<file path="src/rtl/dspl_scan_mux.sv">
// Time-multiplexed common-anode 7-segment driver: one digit per scan slot,
// with hex decode, decimal point, per-digit enable, blink and PWM brightness.
module dspl_scan_mux #(
    parameter int  N_DIGITS  = 8,
    parameter int  SCAN_DIV  = 100000,
    parameter int  BLINK_DIV = 25000000,
    localparam int IDX_W     = (N_DIGITS > 1) ? $clog2(N_DIGITS) : 1
) (
    input  logic                  clk,
    input  logic                  rst,
    input  logic [6*N_DIGITS-1:0] digits,
    input  logic [N_DIGITS-1:0]   blink_mask,
    input  logic [3:0]            bright,
    output logic [N_DIGITS-1:0]   an,
    output logic [7:0]            dec_ddp,
    output logic [IDX_W-1:0]      scan_idx
);

    localparam int SLOT_W  = $clog2(SCAN_DIV);
    localparam int BLINK_W = $clog2(BLINK_DIV);

    localparam logic [SLOT_W-1:0]  SLOT_LAST  = SLOT_W'(SCAN_DIV - 1);
    localparam logic [BLINK_W-1:0] BLINK_LAST = BLINK_W'(BLINK_DIV - 1);
    localparam logic [IDX_W-1:0]   IDX_LAST   = IDX_W'(N_DIGITS - 1);

    logic [SLOT_W-1:0]   slot_cnt_q,  slot_cnt_d;
    logic [BLINK_W-1:0]  blink_cnt_q, blink_cnt_d;
    logic                blink_phase_q, blink_phase_d;
    logic [3:0]          pwm_cnt_q,   pwm_cnt_d;
    logic [IDX_W-1:0]    scan_idx_q,  scan_idx_d;
    logic [5:0]          snap_q,      snap_d;
    logic [N_DIGITS-1:0] an_q,        an_d;
    logic [7:0]          dec_q,       dec_d;

    logic                slot_wrap;
    logic                blink_wrap;
    logic                lit;
    logic [5:0]          digit_fields [N_DIGITS];

    function automatic logic [6:0] seg7(input logic [3:0] v);
        logic [6:0] s;
        s = 7'h7F;
        case (v)
            4'h0: s = 7'b0000001;
            4'h1: s = 7'b1001111;
            4'h2: s = 7'b0010010;
            4'h3: s = 7'b0000110;
            4'h4: s = 7'b1001100;
            4'h5: s = 7'b0100100;
            4'h6: s = 7'b0100000;
            4'h7: s = 7'b0001111;
            4'h8: s = 7'b0000000;
            4'h9: s = 7'b0000100;
            4'hA: s = 7'b0001000;
            4'hB: s = 7'b1100000;
            4'hC: s = 7'b0110001;
            4'hD: s = 7'b1000010;
            4'hE: s = 7'b0110000;
            4'hF: s = 7'b0111000;
            default: s = 7'h7F;
        endcase
        return s;
    endfunction

    always_comb begin
        for (int i = 0; i < N_DIGITS; i++) begin
            digit_fields[i] = digits[6*i +: 6];
        end
    end

    // The snapshot is taken only at the slot wrap, so mid-slot input changes never reach the pins.
    always_comb begin
        slot_wrap   = (slot_cnt_q == SLOT_LAST);
        slot_cnt_d  = slot_wrap ? '0 : slot_cnt_q + 1'b1;
        scan_idx_d  = scan_idx_q;
        snap_d      = snap_q;
        if (slot_wrap) begin
            scan_idx_d = (scan_idx_q == IDX_LAST) ? '0 : scan_idx_q + 1'b1;
            snap_d     = digit_fields[scan_idx_d];
        end

        blink_wrap    = (blink_cnt_q == BLINK_LAST);
        blink_cnt_d   = blink_wrap ? '0 : blink_cnt_q + 1'b1;
        blink_phase_d = blink_phase_q ^ blink_wrap;
        pwm_cnt_d     = pwm_cnt_q + 4'd1;

        lit   = snap_q[5] && !(blink_phase_q && blink_mask[scan_idx_q]) && (pwm_cnt_q <= bright);
        an_d  = '1;
        dec_d = 8'hFF;
        if (lit) begin
            an_d  = ~(N_DIGITS'(1) << scan_idx_q);
            dec_d = {seg7(snap_q[4:1]), ~snap_q[0]};
        end
    end

    // Outputs are registered so the pins change one clock after the state that drives them.
    always_ff @(posedge clk or negedge rst) begin
        if (!rst) begin
            slot_cnt_q    <= '0;
            blink_cnt_q   <= '0;
            blink_phase_q <= 1'b0;
            pwm_cnt_q     <= 4'd0;
            scan_idx_q    <= '0;
            snap_q        <= 6'd0;
            an_q          <= '1;
            dec_q         <= 8'hFF;
        end else begin
            slot_cnt_q    <= slot_cnt_d;
            blink_cnt_q   <= blink_cnt_d;
            blink_phase_q <= blink_phase_d;
            pwm_cnt_q     <= pwm_cnt_d;
            scan_idx_q    <= scan_idx_d;
            snap_q        <= snap_d;
            an_q          <= an_d;
            dec_q         <= dec_d;
        end
    end

    assign an       = an_q;
    assign dec_ddp  = dec_q;
    assign scan_idx = scan_idx_q;

endmodule

</file>
<file path="config.mk">
export PLATFORM = sky130hd
export DESIGN_NAME = dspl_scan_mux
export DESIGN_NICKNAME = d
export VERILOG_FILES = /design/src/rtl/dspl_scan_mux.sv
export SDC_FILE = /design/constraint.sdc
export NUM_CORES = 1
export LEC_CHECK = 0
export ABC_AREA = 1
export CORE_AREA = 2 2 92 103
export CTS_CLUSTER_DIAMETER = 200
export DETAILED_ROUTE_END_ITERATION = 12
export DIE_AREA = 0 0 94 105
export GPL_TIMING_DRIVEN = 1
export PLACE_DENSITY = 0.8
export SLEW_MARGIN = 20
export SYNTH_ARGS = -nofsm -noshare
export SYNTH_HDL_FRONTEND = slang
export SYNTH_SLANG_ARGS = --single-unit
</file>
<file path="constraint.sdc">
create_clock -name clk -period 2.1 [get_ports clk]
set_clock_uncertainty 0.05 [all_clocks]
set_input_delay 0.315 -clock clk [delete_from_list [all_inputs] [get_ports clk]]
set_output_delay 0.315 -clock clk [all_outputs]
set_load 0.05 [all_outputs]
</file>
==> results of run 1 <==
## cell usage in the layout (no fill, tap or decap), drive strengths merged, types with 3 or more instances in the layout
master | synthesis | layout
buf | 13 | 13
clkdlybuf4s50 | 0 | 76
clkinv | 2 | 3
inv | 118 | 118
dfrtp | 56 | 56
ha | 19 | 19
nor2 | 113 | 113
nand3 | 75 | 75
nor3 | 12 | 12
nand4 | 7 | 7
dfstp | 16 | 16
bufinv | 0 | 3
clkbuf | 1 | 11
a21oi | 11 | 11
xor2 | 18 | 18
o21ai | 19 | 19
xnor2 | 4 | 4
nand2 | 177 | 177
## report_power, final
part / leakage (nW) / switching [W] / internal [W]
logic: 1.91 / 0.0000883 / 0.000130
clock network: 0.126 / 0.000532 / 0.000851
registers: 0.886 / 0.00000104 / 0.00139
## synth_stat cells, types with 4 or more instances
master   number
xnor2_1       4
buf_6         5
nand4_1       7
nand2_2       4
dfrtp_1      56
xor2_1       18
buf_2         5
nor2_1      105
nor2_2        5
ha_1         19
inv_1       114
nand2_1     172
o21ai_0      18
nor3_1       12
a21oi_1       9
inv_2         4
dfstp_2      16
nand3_1      71
## flip-flops by register name, summed over array words and instances (netlist names)
register and cells:
an 8, blink_cnt_q 25, blink_phase_q 1, dec_ddp 8, pwm_cnt_q 4, scan_idx 3, slot_cnt_q 17, snap_q 6
## stage by stage
stage | cell area (µm²) | instances | setup slack, ps
5_1_grt | 5840 | 875 | 4.74
2_1_floorplan | 4680 | 669 | 71.4
6_report | 5840 | 875 | 34.5
3_5_place_dp | 5580 | 858 | 124
3_3_place_gp | 5580 | 858 | 185
4_1_cts | 5840 | 875 | 22.6
## how the worst max path moves through the flow
stage / start / endpoint / slack, ps
3_3_place_gp: bright[1] / an[0] / 180
2_1_floorplan: scan_idx[0] / snap_q[2] / 70
5_1_grt: an[3] / an[3] / 5
6_report: an[7] / an[7] / 30
4_1_cts: an[7] / an[7] / 20
3_5_place_dp: bright[1] / an[4] / 120
## repair_timing
action	4_1_cts	5_1_grt
endpoints found under the hold margin	6	0
gates resized for setup	0	0
hold buffers	1	0
## final cells by class
type / instances / area, µm² / share of cell area [%]
Inverter: 120 / 452 / 7.73
Clock buffer: 11 / 151 / 2.59
Multi-Input combinational cell: 463 / 2300 / 39.3
Clock inverter: 5 / 103 / 1.76
Tap cell: 114 / 143 / 2.44
Timing Repair Buffer: 90 / 878 / 15.0
Sequential cell: 72 / 1820 / 31.2
## routing by layer
metal / track usage, % / vias to the layer above
li1: - / 2219
met1: 27.9 / 1954
met2: 39.8 / 153
met3: 3.53 / 24
met4: 12.0 / 0
met5: 0 / -
## cells by family after synthesis
kind of cell / Yosys count / synth area share [%]
AND/OR/NAND/NOR: 388 / 35.8
buffers and inverters: 134 / 12.0
flip-flops: 72 / 39.0
AO/OA/AOI/OAI: 34 / 4.04
XOR/XNOR: 22 / 4.12
adder cells (fa/ha/maj): 19 / 5.08
==> flow_summary.json, run 1 <==
{
  "worst_ir_drop_vdd_mv": 0.273,
  "drc_errors": 0,
  "dp_hpwl_um": 8200,
  "r2r-end": "snap_q[0]",
  "worstSetupEndpointType": "primary output",
  "grt_pass1_vias": 4210,
  "power_density_mw_per_mm2": 512,
  "min_to": "dec_ddp[0]",
  "die_area_mm2": 0.00987,
  "rsz0062_at_grt": "false",
  "tns_ps": 0,
  "synth_area_leaders": "dfrtp_1 30%, nand2_1 14%, inv_1 9.1%, dfstp_2 9.0%, nor2_1 8.4%",
  "timing.rr.start": "scan_idx[1]",
  "synth_cell_types": 35,
  "gp_congestion": 0.907,
  "ios": 81,
  "cp.required_ps": 1740,
  "maxCapViolCount": 0,
  "hold_violations": 0,
  "worstRegToRegCells": 10,
  "met1Wirelength_um": 4670,
  "ys_async_sr_fraction_pct": 100,
  "leakage_nw": 2.92,
  "die_x_um": 94,
  "grt_max_degree": 51,
  "ys_seq_area_share_pct": 39.0,
  "top_layer": "met4",
  "path_buf_inv": 1,
  "worst_skew_pair.late_latency_ps": 360,
  "core_area_mm2": 0.00878,
  "slew_headroom_pct": 64.8,
  "grt_first_pass_wirelength_um": 18300,
  "grt_overflow": 0,
  "clkTransAtPathRegs_ps": 70,
  "cts_post_setup_buffers_inserted": 0,
  "netlist_instances": 669,
  "h-tree-depth": 3,
  "firstDrtPassIters": 5,
  "slew_viol_final": 0,
  "report.power.total_w": 0.00299,
  "routedWlPerCell_um": 12.3,
  "syn_area_mm2": 0.00468,
  "drtIter0Drc": 207,
  "synth_top_area_share_pct": 30.0,
  "reg2reg_slack_ps": 230,
  "crit_path_max_fanout": 1,
  "min_from": "snap_q[0]",
  "cts_sinks": 72,
  "drive_gt1_share_pct": 9.07,
  "worst_path_max_delay_cell": "clkdlybuf4s50_1",
  "port_buffers": 80,
  "synthToLayoutAreaGrowth_pct": 25.0,
  "die_h_um": 105,
  "fillers": 757,
  "cts_tree": "built",
  "whs_path_depth": 1,
  "rows": 36,
  "ys_warn_count": 0,
  "diodes": 0,
  "cp_top_family": "buffers and inverters",
  "wirelength_um": 10700,
  "via_count": 4350,
  "synth_ff_type": "dfrtp_1",
  "vias_per_cell": 4.97,
  "min_period_ps": 2070,
  "synth_edf_count": 0,
  "met2WireLength_um": 5210,
  "postLayoutCoreUtil_pct": 66.5,
  "wl_met3_um": 560,
  "min_period_over_period_pct": 98.4,
  "fin_hold_ws_ps": 384,
  "hp-class": "reg -> reg",
  "syn_area_per_cell_um2": 6.99,
  "max_stage_delay_ps": 800,
  "ys_seq_elements": 72,
  "antenna_found_initial": 0,
  "cp.depth": 1,
  "status": "finished, final reports clean",
  "grt_util_all_layers_pct": 23.3,
  "path_class": "reg -> out",
  "startpoint_type": "flop",
  "cp.arrival_ps": 1700,
  "critical_path.cell_chain": "clkdlybuf4s50_1",
  "fmax_mhz": 484,
  "setup_violations": 0,
  "syn-num-nets": 750,
  "yosysTopAreaCell": "dfrtp_1",
  "clock_path_buffers": 2,
  "ant_nets": 0,
  "start_util_pct": 53.2,
  "nets": 837,
  "cts_made_buffers": 9,
  "cts-root-buf": "clkbuf_8",
  "max_slew.worst_pin.slew_ps": 526
}
Note: power is estimated with default switching activity, not from simulation.
==> run 2: changes to the inputs <==
--- a/config.mk
+++ b/config.mk
@@ -6,6 +6,7 @@
 export NUM_CORES = 1
 export LEC_CHECK = 0
 export ABC_AREA = 1
+export CAP_MARGIN = 20
 export CORE_AREA = 2 2 92 103
 export CTS_CLUSTER_DIAMETER = 200
 export DETAILED_ROUTE_END_ITERATION = 12
==> results of run 2 <==
The final DEF is identical to that of run 1; final timing and power are the same.
